[src/rtl/alu_4_bit_pipe_if.sv]
// Request/response bundle for alu_4_bit_pipe: operands in, result out, each with valid/ready.
// The zero flag exists only when ALU_FLAGS_EN is defined.
interface alu_4_bit_pipe_if #(
  parameter int DATA_W = 4
);
  logic [1:0]        opcode_bus;
  logic [DATA_W-1:0] A;
  logic [DATA_W-1:0] B;
  logic              in_valid;
  logic              in_ready;
  logic [DATA_W-1:0] result;
  logic              carry;
  logic              out_valid;
  logic              out_ready;

`ifdef ALU_FLAGS_EN
  logic              zero;

  modport master (
    output opcode_bus, A, B, in_valid, out_ready,
    input  in_ready, result, carry, out_valid, zero
  );

  modport slave (
    input  opcode_bus, A, B, in_valid, out_ready,
    output in_ready, result, carry, out_valid, zero
  );
`else
  modport master (
    output opcode_bus, A, B, in_valid, out_ready,
    input  in_ready, result, carry, out_valid
  );

  modport slave (
    input  opcode_bus, A, B, in_valid, out_ready,
    output in_ready, result, carry, out_valid
  );
`endif
endinterface

[src/rtl/alu_4_bit_pipe.sv]
// Two-stage pipelined 4-bit ALU (add, sub, not A, OR-reduce B) with valid/ready on both sides.
// Optional macro ALU_FLAGS_EN adds a registered zero flag alongside the result.
module alu_4_bit_pipe #(
  parameter int DATA_W = 4
) (
  input logic             clk,
  input logic             reset,
  alu_4_bit_pipe_if.slave bus_io
);

  typedef logic [DATA_W-1:0] alu_input_number_bus_t;

  typedef enum logic [1:0] {
    opcode_add        = 2'd0,
    opcode_sub        = 2'd1,
    opcode_not_a      = 2'd2,
    opcode_reduc_or_b = 2'd3
  } opcode_bus_t;

  logic                  s1_valid_q;
  opcode_bus_t           s1_op_q;
  alu_input_number_bus_t s1_a_q;
  alu_input_number_bus_t s1_b_q;

  logic                  s2_valid_q;
  alu_input_number_bus_t result_q;
  logic                  carry_q;

  alu_input_number_bus_t result_d;
  logic                  carry_d;

  logic                  s2_free;
  logic                  s1_adv;
  logic                  in_ready;
  logic                  in_fire;

  // S1 may advance into an empty S2 or one emptying this cycle; in_ready never looks at in_valid.
  assign s2_free  = !s2_valid_q || bus_io.out_ready;
  assign s1_adv   = s1_valid_q && s2_free;
  assign in_ready = !reset && (!s1_valid_q || s1_adv);
  assign in_fire  = bus_io.in_valid && in_ready;

  always_comb begin
    result_d = '0;
    carry_d  = 1'b0;
    case (s1_op_q)
      opcode_add: {carry_d, result_d} = {1'b0, s1_a_q} + {1'b0, s1_b_q};
      opcode_sub: begin
        result_d = s1_a_q - s1_b_q;
        carry_d  = (s1_a_q < s1_b_q);
      end
      opcode_not_a:      result_d = ~s1_a_q;
      opcode_reduc_or_b: result_d = {{(DATA_W-1){1'b0}}, |s1_b_q};
      default: begin
        result_d = '0;
        carry_d  = 1'b0;
      end
    endcase
  end

`ifdef ALU_FLAGS_EN
  logic zero_q;

  assign bus_io.zero = zero_q;
`endif

  always_ff @(posedge clk) begin
    if (reset) begin
      s1_valid_q <= 1'b0;
      s1_op_q    <= opcode_add;
      s1_a_q     <= '0;
      s1_b_q     <= '0;
      s2_valid_q <= 1'b0;
      result_q   <= '0;
      carry_q    <= 1'b0;
`ifdef ALU_FLAGS_EN
      zero_q     <= 1'b1;
`endif
    end else begin
      if (in_fire) begin
        s1_op_q <= opcode_bus_t'(bus_io.opcode_bus);
        s1_a_q  <= bus_io.A;
        s1_b_q  <= bus_io.B;
      end

      if (in_fire) begin
        s1_valid_q <= 1'b1;
      end else if (s1_adv) begin
        s1_valid_q <= 1'b0;
      end

      // Result registers only change on a load, so backpressure holds them stable.
      if (s1_adv) begin
        s2_valid_q <= 1'b1;
        result_q   <= result_d;
        carry_q    <= carry_d;
`ifdef ALU_FLAGS_EN
        zero_q     <= (result_d == '0);
`endif
      end else if (bus_io.out_ready) begin
        s2_valid_q <= 1'b0;
      end
    end
  end

  assign bus_io.in_ready  = in_ready;
  assign bus_io.result    = result_q;
  assign bus_io.carry     = carry_q;
  assign bus_io.out_valid = s2_valid_q;

endmodule

[src/flat_wrapper.sv]
// flat-port wrapper written by rule: the top's interface ports become plain ports
module alu_4_bit_pipe_flat 
#(
  parameter int DATA_W = 4
)
  (clk, reset, bus_io_opcode_bus, bus_io_A, bus_io_B, bus_io_in_valid, bus_io_out_ready, bus_io_in_ready, bus_io_result, bus_io_carry, bus_io_out_valid);
  alu_4_bit_pipe_if #(.DATA_W(DATA_W)) bus_io_i ();
  input logic clk;
  input logic reset;
  input wire logic [$bits(bus_io_i.opcode_bus)-1:0] bus_io_opcode_bus;
  input wire logic [$bits(bus_io_i.A)-1:0] bus_io_A;
  input wire logic [$bits(bus_io_i.B)-1:0] bus_io_B;
  input wire logic [$bits(bus_io_i.in_valid)-1:0] bus_io_in_valid;
  input wire logic [$bits(bus_io_i.out_ready)-1:0] bus_io_out_ready;
  output wire logic [$bits(bus_io_i.in_ready)-1:0] bus_io_in_ready;
  output wire logic [$bits(bus_io_i.result)-1:0] bus_io_result;
  output wire logic [$bits(bus_io_i.carry)-1:0] bus_io_carry;
  output wire logic [$bits(bus_io_i.out_valid)-1:0] bus_io_out_valid;
  assign bus_io_i.opcode_bus = bus_io_opcode_bus;
  assign bus_io_i.A = bus_io_A;
  assign bus_io_i.B = bus_io_B;
  assign bus_io_i.in_valid = bus_io_in_valid;
  assign bus_io_i.out_ready = bus_io_out_ready;
  assign bus_io_in_ready = bus_io_i.in_ready;
  assign bus_io_result = bus_io_i.result;
  assign bus_io_carry = bus_io_i.carry;
  assign bus_io_out_valid = bus_io_i.out_valid;
  alu_4_bit_pipe #(.DATA_W(DATA_W)) u_core (.clk(clk), .reset(reset), .bus_io(bus_io_i));
endmodule
[config.mk]
export PLATFORM = sky130hd
export DESIGN_NAME = alu_4_bit_pipe_flat
export DESIGN_NICKNAME = d
export VERILOG_FILES = /design/src/rtl/alu_4_bit_pipe_if.sv /design/src/rtl/alu_4_bit_pipe.sv /design/src/flat_wrapper.sv
export SDC_FILE = /design/constraint.sdc
export NUM_CORES = 1
export LEC_CHECK = 0
export BUFFER_PORTS_ARGS = -buffer_cell sky130_fd_sc_hd__buf_2
export CAP_MARGIN = 15
export CORE_MARGIN = 3
export CORE_UTILIZATION = 35
export DETAILED_ROUTE_END_ITERATION = 10
export PLACE_DENSITY = 0.64
export SLEW_MARGIN = 20
export SYNTH_ARGS = -nofsm -noshare
export SYNTH_HDL_FRONTEND = slang
export SYNTH_SLANG_ARGS = --single-unit
[constraint.sdc]
create_clock -name clk -period 2.1 [get_ports clk]
set_clock_uncertainty 0.2 [all_clocks]
set_input_delay 0.105 -clock clk [delete_from_list [all_inputs] [get_ports clk]]
set_output_delay 0.105 -clock clk [all_outputs]
set_load 0.1 [all_outputs]
==> results.tsv, run 1 <==
metric	value	unit
#FFs+latches synth	17	
IO Port Bufs	20	
largest cells by area after synthesis	dfxtp_1, ha_1, nand3_1	
Yosys top cell area share	0.3305	
DRC Markers	0	
origin of the worst setup path	u_core.s1_b_q[1]$_SDFFE_PP0P_	
sequential fraction of the synthesis area	0.3305	
post-synth top area cell	dfxtp_1	
critical path arrival	1.91	ns
Final Instance Count excl. Fillers	194	
Slew Limit Fails	0	
Tot GR Track Use	0.1490	
setup_tns	0	ns
clock power share	0.208	
WL per Instance	11.76	µm
Syn Nets	145	
vias	971	
Worst Hold Class	input pin to register	
reg-to-reg slack, setup	0.16	ns
initial DRC count	11	
crit end category	register	
synth warn	0	
Post-Layout Inst Area	1410	µm²
Psw	0.0002796	W
Unique masters post-synth	30	
Synth Area in Compound Gates	0.1665	
Synth async-reset ratio	0	
critical path class	register to register	
DP Wirelength	1.633	mm
Post-Route WL	2.282	mm
static leakage	0.6350	nW
P per Cell Area	568.7	nW/µm²
min-delay src	bus_io_in_valid	
share of cells above drive strength 1	0.1902	
FILL cells	262	
antenna-violating nets left	0	
DR vias/cell	5.005	
Synth Area in Adders	0.1361	
Sw Share	0.3487	
gpl congestion	0.8200	
Max VDD drop	381.8	µV
Num CTS Buffers	3	
Fmax	0.5168	GHz
Ports	21	
Sequential cell area	341.6	µm²
postcts setup bufs	0	
MaxCap Viol Count	0	
crit path max fanout	6	
Initial Util	0.3702	
slowest stage delay, CP	0.51	ns
Mapped Cells	121	
run status	complete, no violations	
crit-path most repeated cell	inv_1	
clock sinks	17	
Sequential Power Share	0.469	
Area Overhead vs Synth	36.94	%
largest net degree at the start of global routing	13	
clk buf depth	2	
DP Area	1154	µm²
Gate power share	0.323	
commonest cells after routing, fill and taps aside	dlygate4sd3_1, nand3_1, buf_2, dfxtp_1, nand2_1	
Mean Syn Cell Area	8.510	µm²
Worst slew margin	0.6391	
fin crit share	0.9215	
gr ovfl total	0	
Synth Area in XOR/XNOR	0.008505	
Hold Vio Cnt, Final	0	
Antenna Cells	0	
Worst Tran Pin Value	0.5407	ns
multi-input logic area	613.1	µm²
Post-Synth Simple-Gate Area	0.2552	
antenna violations before repair	0	
TritonCTS clock tree	built	
core area	2781	µm²
die span in y	60.24	µm
Worst EP required	2.07	ns
RSZ-0062 raised after global routing	false	
most common cell after layout, fill and taps aside	dlygate4sd3_1	
Post-synth EDFFs	0	
clock latency at the later pin of the worst-skew pair	0.28	ns
Worst path slowest cell	dfxtp_1	
CP startpoint kind	register	
cell-internal power	0.0005223	W
critical-path cell list	inv_1 > ha_1 > inv_1 > a2111oi_4 > o21ai_1 > nor3b_2	
vias in the first global route	999	
Tmin final	1.935	ns
Final setup viols	0	
Hold WS	0.007667	ns
full die area	3629	µm²
clk root buf	clkbuf_4	
main flop type after synthesis	dfxtp_1	
DIE WIDTH	60.24	µm
first-pass GRT wire length	4.140	mm
placed insts	167	
count of standard-cell rows	19	
largest family of logic cells by synthesized area	simple AND/OR/NAND/NOR gates	
worst reg2reg startpoint	u_core.s1_b_q[1]$_SDFFE_PP0P_	
Layout Utilization	0.5070	
Nets	188	
H-tree depth	1	
netlist area before placement	1030	µm²
multiplexer area fraction after synthesis	0.02916	
Worst-path clk slew	0.09	ns
drt first pass iters	4	
[final cells by class]
cell class	instances	share of cell area
Clock buffer	4	0.01863
Inverter	10	0.02662
Multi-Input combinational cell	88	0.4348
Tap cell	31	0.02751
Timing Repair Buffer	44	0.2502
Sequential cell	17	0.2422
[critical path: cells and delay by family, from the launching register on]
kind	cells	cell delay, ns
flip-flops	1	0.51
buffers and inverters	2	0.15
AO/OA/AOI/OAI	2	0.49
adder cells (fa/ha/maj)	1	0.31
AND/OR/NAND/NOR	1	0.16
[synth_stat cells (2+ instances only)]
cell type	n
a21oi_1	5
mux2i_1	3
o21ai_1	4
clkbuf_1	3
dfxtp_1	17
nand3_1	20
inv_1	10
buf_6	2
o221ai_1	2
nor2b_1	2
fa_1	2
nand2_1	13
nor2_1	10
o21ai_0	2
nand2b_1	2
o211ai_1	2
o21ai_2	2
ha_1	8
[routing by layer]
layer	vias up	part of all wire	track usage
met5	-	0	0
met4	0	0.0053	0.05380
met3	2	0.024	0.02808
met2	11	0.53	0.2701
met1	456	0.44	0.1712
li1	502	-	-
[sequential cells by signal, summed over array words and instances (netlist names)]
signal,count
u_core.s1_b_q,4
u_core.s1_op_q,2
u_core.bus_io.carry,1
u_core.s1_a_q,4
u_core.s1_valid_q,1
u_core.bus_io.out_valid,1
u_core.bus_io.result,4
[power by group through the flow]
stage / Combinational, W / Clock (W) / Sequential, W
after floorplan: 0.000136 / 0 / 0.000429
after global placement: 0.000225 / 0 / 0.000382
after detailed placement: 0.000231 / 0 / 0.000384
after CTS: 0.000261 / 0.000175 / 0.000376
after global routing: 0.000286 / 0.000189 / 0.000381
final: 0.000259 / 0.000167 / 0.000376
[logic make-up after synthesis]
family / after synthesis
AO/OA/AOI/OAI: 22
XOR/XNOR: 1
adder cells (fa/ha/maj): 10
buffers and inverters: 16
flip-flops: 17
multiplexers: 3
AND/OR/NAND/NOR: 52
[final timing paths]
path / to / cells past startpoint
setup reg to reg: u_core.bus_io.result[3]$_SDFFE_PP0P_ / 6
hold / removal: u_core.s1_valid_q$_SDFFE_PP0P_ / 3
setup / recovery: u_core.bus_io.result[3]$_SDFFE_PP0P_ / 6
hold reg to reg: u_core.s1_a_q[0]$_SDFFE_PP0P_ / 2
[through the flow]
step	power [W]	setup slack, ns
detailed placement	0.0006144	0.1714
finish	0.0008019	0.1648
floorplan	0.0005650	0.2179
global route	0.0008557	0.02029
global placement	0.0006072	0.2211
CTS	0.0008121	0.1567
[what timing repair did]
item,in CTS,in global routing
endpoints found under the hold margin,16,0
gates resized for setup,0,0
hold buffers,23,0
No activity file was read; power rests on OpenSTA's default activity.
==> run 2, diff against run 1 <==
ABC_AREA = 1   (was default)
==> results.tsv, run 2 <==
metric	value	unit
vias	928	
most common cell after layout, fill and taps aside	nand2_1	
clock latency at the later pin of the worst-skew pair	0.29	ns
TritonCTS clock tree	built	
Worst-path clk slew	0.10	ns
dpl ws	0.3056	ns
critical path arrival	1.79	ns
post_cts resized	0	
crit path max fanout	3	
slowest stage delay, CP	0.42	ns
worst r2r path cells	7	
H-tree depth	1	
DIE WIDTH	60.21	µm
Synth async-reset ratio	0	
fin crit share	0.8596	
#FFs+latches synth	17	
commonest cells in the netlist	nand2_1, inv_1, dfxtp_1	
reg-to-reg slack, setup	0.29	ns
initial DRC count	13	
Area Overhead vs Synth	27.25	%
Mean Syn Cell Area	8.035	µm²
most frequent cell after synthesis	nand2_1	
clk buf depth	2	
Worst slew margin	0.6751	
Tot GR Track Use	0.1430	
CP delay by family, top	adder cells	
Post-synth EDFFs	0	
largest net degree at the start of global routing	21	
clk root buf	clkbuf_4	
setup_tns	0	ns
Tmin final	1.805	ns
RSZ-0062 raised after global routing	false	
Initial Util	0.3698	
commonest cells after routing, fill and taps aside	nand2_1, buf_2, inv_1, dfxtp_1, dlygate4sd3_1	
CP startpoint kind	register	
WL per Instance	12.08	µm
DR vias/cell	4.784	
largest cells by area after synthesis	dfxtp_1, o31ai_2, ha_1	
Setup crit end	u_core.bus_io.carry$_SDFFE_PP0P_	
vias in the first global route	869	
Worst EP required	2.08	ns
first-pass GRT wire length	3.850	mm
static leakage	0.6203	nW
Post-Layout Inst Area	1309	µm²
post-synth top area cell	dfxtp_1	
MaxCap Viol Count	0	
Syn Nets	152	
DP Wirelength	1.768	mm
IO Port Bufs	20	
count of standard-cell rows	19	
Slew Limit Fails	0	
netlist area before placement	1028	µm²
Final setup viols	0	
main flop type after synthesis	dfxtp_1	
DP Area	1151	µm²
run status	complete, no violations	
sequential fraction of the synthesis area	0.3309	
gr ovfl total	0	
Max VDD drop	448.8	µV
Num CTS Buffers	3	
DRC Markers	0	
critical path class	register to register	
antenna-violating nets left	0	
die span in y	60.21	µm
Post-Route WL	2.344	mm
gpl congestion	0.8740	
WP buf/inv	1	
antenna violations before repair	0	
r2r endpoint	u_core.bus_io.carry$_SDFFE_PP0P_	
Unique masters post-synth	22	
Layout Utilization	0.4705	
Mapped Cells	128	
worst reg2reg startpoint	u_core.s1_a_q[0]$_SDFFE_PP0P_	
crit end category	register	
full die area	3625	µm²
Hold Vio Cnt, Final	0	
synth warn	0	
Fmax	0.5540	GHz
Worst path slowest cell	fa_1	
Nets	188	
Ports	21	
origin of the worst setup path	u_core.s1_a_q[0]$_SDFFE_PP0P_	
critical-path cell list	inv_1 > ha_1 > fa_1 > nor2_1 > o21ai_0 > nand3b_1 > a31oi_1	
Yosys top cell area share	0.3309	
clock sinks	17	
worst setup margin	0.2948	ns
drt first pass iters	4	
share of cells above drive strength 1	0.2454	
Antenna Cells	0	
P per Cell Area	612.7	nW/µm²
total number of cells along the worst setup path	7	
Worst Tran Pin Value	0.4908	ns
core area	2781	µm²
Worst Hold Class	input pin to register	
postcts setup bufs	0	
==> run 2: cell count changes after synthesis, sizes merged, moves of 3 or more <==
| cell | before | now |
|---|---|---|
| a21oi | 5 | 9 |
| nand2 | 13 | 25 |
| mux2i | 3 | 0 |
| o31ai | 0 | 10 |
| a31oi | 0 | 3 |
| nand3 | 20 | 9 |
| inv | 10 | 21 |
| clkbuf | 3 | 0 |
==> run 2: layout make-up <==
class / count / area [µm²]
Timing Repair Buffer: 34 / 237.7
Inverter: 21 / 78.83
Sequential cell: 17 / 340.3
Clock inverter: 1 / 5.005
Tap cell: 31 / 38.79
Fill cell: 259 / 1473
Multi-Input combinational cell: 87 / 585.6
Clock buffer: 3 / 22.52
==> run 2: layer usage <==
metal | routed length (µm) | track usage | part of all wire
met3 | 72 | 0.02808 | 0.031
met5 | 0 | 0 | 0
met1 | 1086 | 0.1756 | 0.46
met2 | 1143 | 0.2377 | 0.49
met4 | 42 | 0.06646 | 0.018
==> run 2: logic make-up after synthesis <==
group,after synthesis,share of synthesized area
and+or+nand+nor,47,0.2007
AOI/OAI and AO/OA,30,0.2324
DFF,17,0.3309
adders and majority gates,10,0.1363
buffers and inverters,24,0.09976
==> run 2: worst register-to-register path, stage by stage (launching register included) <==
cell and delay (ns):
dfxtp_1 0.37, inv_1 0.08, ha_1 0.21, fa_1 0.42
nor2_1 0.15, o21ai_0 0.09, nand3b_1 0.10, a31oi_1 0.08
==> run 2: worst min-delay path by stage <==
stage | from | to | slack, ns | cells after the start
after detailed placement | bus_io_B[0] | u_core.s1_b_q[0]$_SDFFE_PP0P_ | 0.11 | 3
after floorplan | reset | u_core.s1_a_q[2]$_SDFFE_PP0P_ | -0.001 | 1
after CTS | reset | u_core.s1_valid_q$_SDFFE_PP0P_ | 0.04 | 2
final | reset | u_core.s1_valid_q$_SDFFE_PP0P_ | 0.04 | 2
after global routing | reset | u_core.s1_valid_q$_SDFFE_PP0P_ | 0.04 | 2
after global placement | bus_io_B[0] | u_core.s1_b_q[0]$_SDFFE_PP0P_ | 0.10 | 3
==> run 2: power by group <==
group          leakage (nW)  internal (W)  total (W)  switching [W]
Clock                0.0177     0.0000708   0.000174       0.000103
Combinational         0.462     0.0000864   0.000261       0.000175
Sequential            0.140      0.000346   0.000367      0.0000206
==> run 2: timing repair <==
item / CTS / global route
hold buffers: 13 / 0
endpoints found under the hold margin: 12 / 0
endpoints found under the setup margin: 0 / 0
==> run 2: metrics by stage <==
step | hold WS [ns] | std cells | total power [W]
floorplan | -0.001071 | 128 | 0.0005655
global placement | 0.1032 | 177 | 0.0006123
detailed placement | 0.1140 | 177 | 0.0006172
CTS | 0.03950 | 194 | 0.0008068
global route | 0.03636 | 194 | 0.0008480
finish | 0.03681 | 194 | 0.0008019
==> run 3, diff against run 2 <==
ABC_CLOCK_PERIOD_IN_PS = 1800   (was default)
clock period = 1.8 ns   (was 2.1 ns; I/O delays follow)
==> results.tsv, run 3 (synthesis results as in run 2) <==
metric	value	unit
Final setup viols	0	
IO Port Bufs	20	
Antenna Cells	0	
Nets	191	
drt first pass iters	6	
P per Cell Area	704.8	nW/µm²
Post-Route WL	2.337	mm
clock sinks	17	
Max VDD drop	436.5	µV
postcts setup bufs	0	
crit path max fanout	3	
Worst Tran Pin Value	0.4862	ns
most common cell after layout, fill and taps aside	nand2_1	
critical path class	register to register	
fin crit share	0.9483	
gr ovfl total	0	
critical-path cell list	inv_1 > ha_1 > fa_1 > nor2_1 > o21ai_0 > nand3b_1 > a31oi_1	
static leakage	0.6344	nW
critical path arrival	1.68	ns
MaxCap Viol Count	0	
TritonCTS clock tree	built	
Area Overhead vs Synth	31.26	%
Post-Layout Inst Area	1350	µm²
Num CTS Buffers	3	
commonest cells after routing, fill and taps aside	nand2_1, inv_1, buf_2, dfxtp_1, dlygate4sd3_1	
Initial Util	0.3698	
DP Area	1167	µm²
DIE WIDTH	60.21	µm
Tmin final	1.707	ns
core area	2781	µm²
run status	complete, no violations	
Hold Vio Cnt, Final	0	
RSZ-0062 raised after global routing	false	
vias in the first global route	902	
Slew Limit Fails	0	
setup_tns	0	ns
DRC Markers	0	
Worst slew margin	0.6781	
crit end category	register	
Worst path slowest cell	fa_1	
die span in y	60.21	µm
clock latency at the later pin of the worst-skew pair	0.28	ns
Ports	21	
first-pass GRT wire length	3.788	mm
Worst EP required	1.78	ns
vias	957	
WL per Instance	11.86	µm
gpl congestion	0.9449	
CP startpoint kind	register	
full die area	3625	µm²
power consumption	0.0009515	W
initial DRC count	27	
H-tree depth	1	
antenna-violating nets left	0	
slowest stage delay, CP	0.40	ns
Tot GR Track Use	0.1384	
DP Wirelength	1.780	mm
count of standard-cell rows	19	
clk buf depth	2	
Worst-path clk slew	0.10	ns
antenna violations before repair	0	
Worst Hold Class	input pin to register	
largest net degree at the start of global routing	21	
DR vias/cell	4.858	
clk root buf	clkbuf_4	
share of cells above drive strength 1	0.2651	
Fmax	0.5859	GHz
run 3: changes by cell type in the layout (fill, tap and decap cells not counted), sizes merged:
cell | previous run | this run
clkbuf | 3 | 5
buf | 21 | 22
clkinv | 1 | 0
dlygate4sd3 | 13 | 14
run 3: stage by stage:
stage                       util  hold WS, ns  worst slack (ns)  std cells
final                     0.4854      0.03425           0.09309        197
after global routing      0.4854      0.05180          0.005993        197
after CTS                 0.4795      0.03492           0.04929        197
after detailed placement  0.4197      0.09534           0.08139        179
after global placement    0.4197      0.09177            0.1475        179
after floorplan                -     -0.01607            0.1393        128
run 3: report_power, final:
part           internal, W  switching (W)
sequential        0.000405      0.0000212
clock            0.0000861       0.000116
combinational     0.000112       0.000212
run 3: path summary, 6_finish.rpt:
| path | end | slack (ns) | startpoint | cells after the start |
|---|---|---|---|---|
| hold reg to reg | u_core.s1_b_q[1]$_SDFFE_PP0P_ | 0.32 | u_core.s1_b_q[1]$_SDFFE_PP0P_ | 2 |
| setup / recovery | u_core.bus_io.carry$_SDFFE_PP0P_ | 0.09 | u_core.s1_a_q[0]$_SDFFE_PP0P_ | 7 |
| setup reg to reg | u_core.bus_io.carry$_SDFFE_PP0P_ | 0.09 | u_core.s1_a_q[0]$_SDFFE_PP0P_ | 7 |
| hold / removal | u_core.s1_a_q[0]$_SDFFE_PP0P_ | 0.03 | reset | 2 |
run 3: what timing repair did:
| item | 4_1_cts | 5_1_grt |
|---|---|---|
| endpoints found under the setup margin | 0 | 3 |
| resized for setup | 0 | 4 |
| hold endpoints to repair | 12 | 0 |
| hold buffers | 14 | 0 |
run 3: per-layer routing:
metal / up-vias / global-route usage / wire (µm) / part of all wire
met1: 442 / 0.1764 / 1089 / 0.47
met5: - / 0 / 0 / 0
li1: 498 / - / - / -
met4: 0 / 0.05696 / 21 / 0.0090
met2: 15 / 0.2238 / 1150 / 0.49
met3: 2 / 0.03024 / 76 / 0.033
run 3: final cells by class:
cell class / instances / area, µm²
clock buffer: 4 / 26.28
tap: 31 / 38.79
multi-input combinational: 87 / 598.1
timing repair buffer: 37 / 265.3
inverter: 21 / 78.83
fill: 277 / 1431
sequential: 17 / 342.8
run 3: critical path, delay by kind of cell, from the launching register on:
kind,cells,cell delay (ns)
DFF,1,0.35
and+or+nand+nor,2,0.22
buffers and inverters,1,0.06
adders and majority gates,2,0.60
AOI/OAI and AO/OA,2,0.16
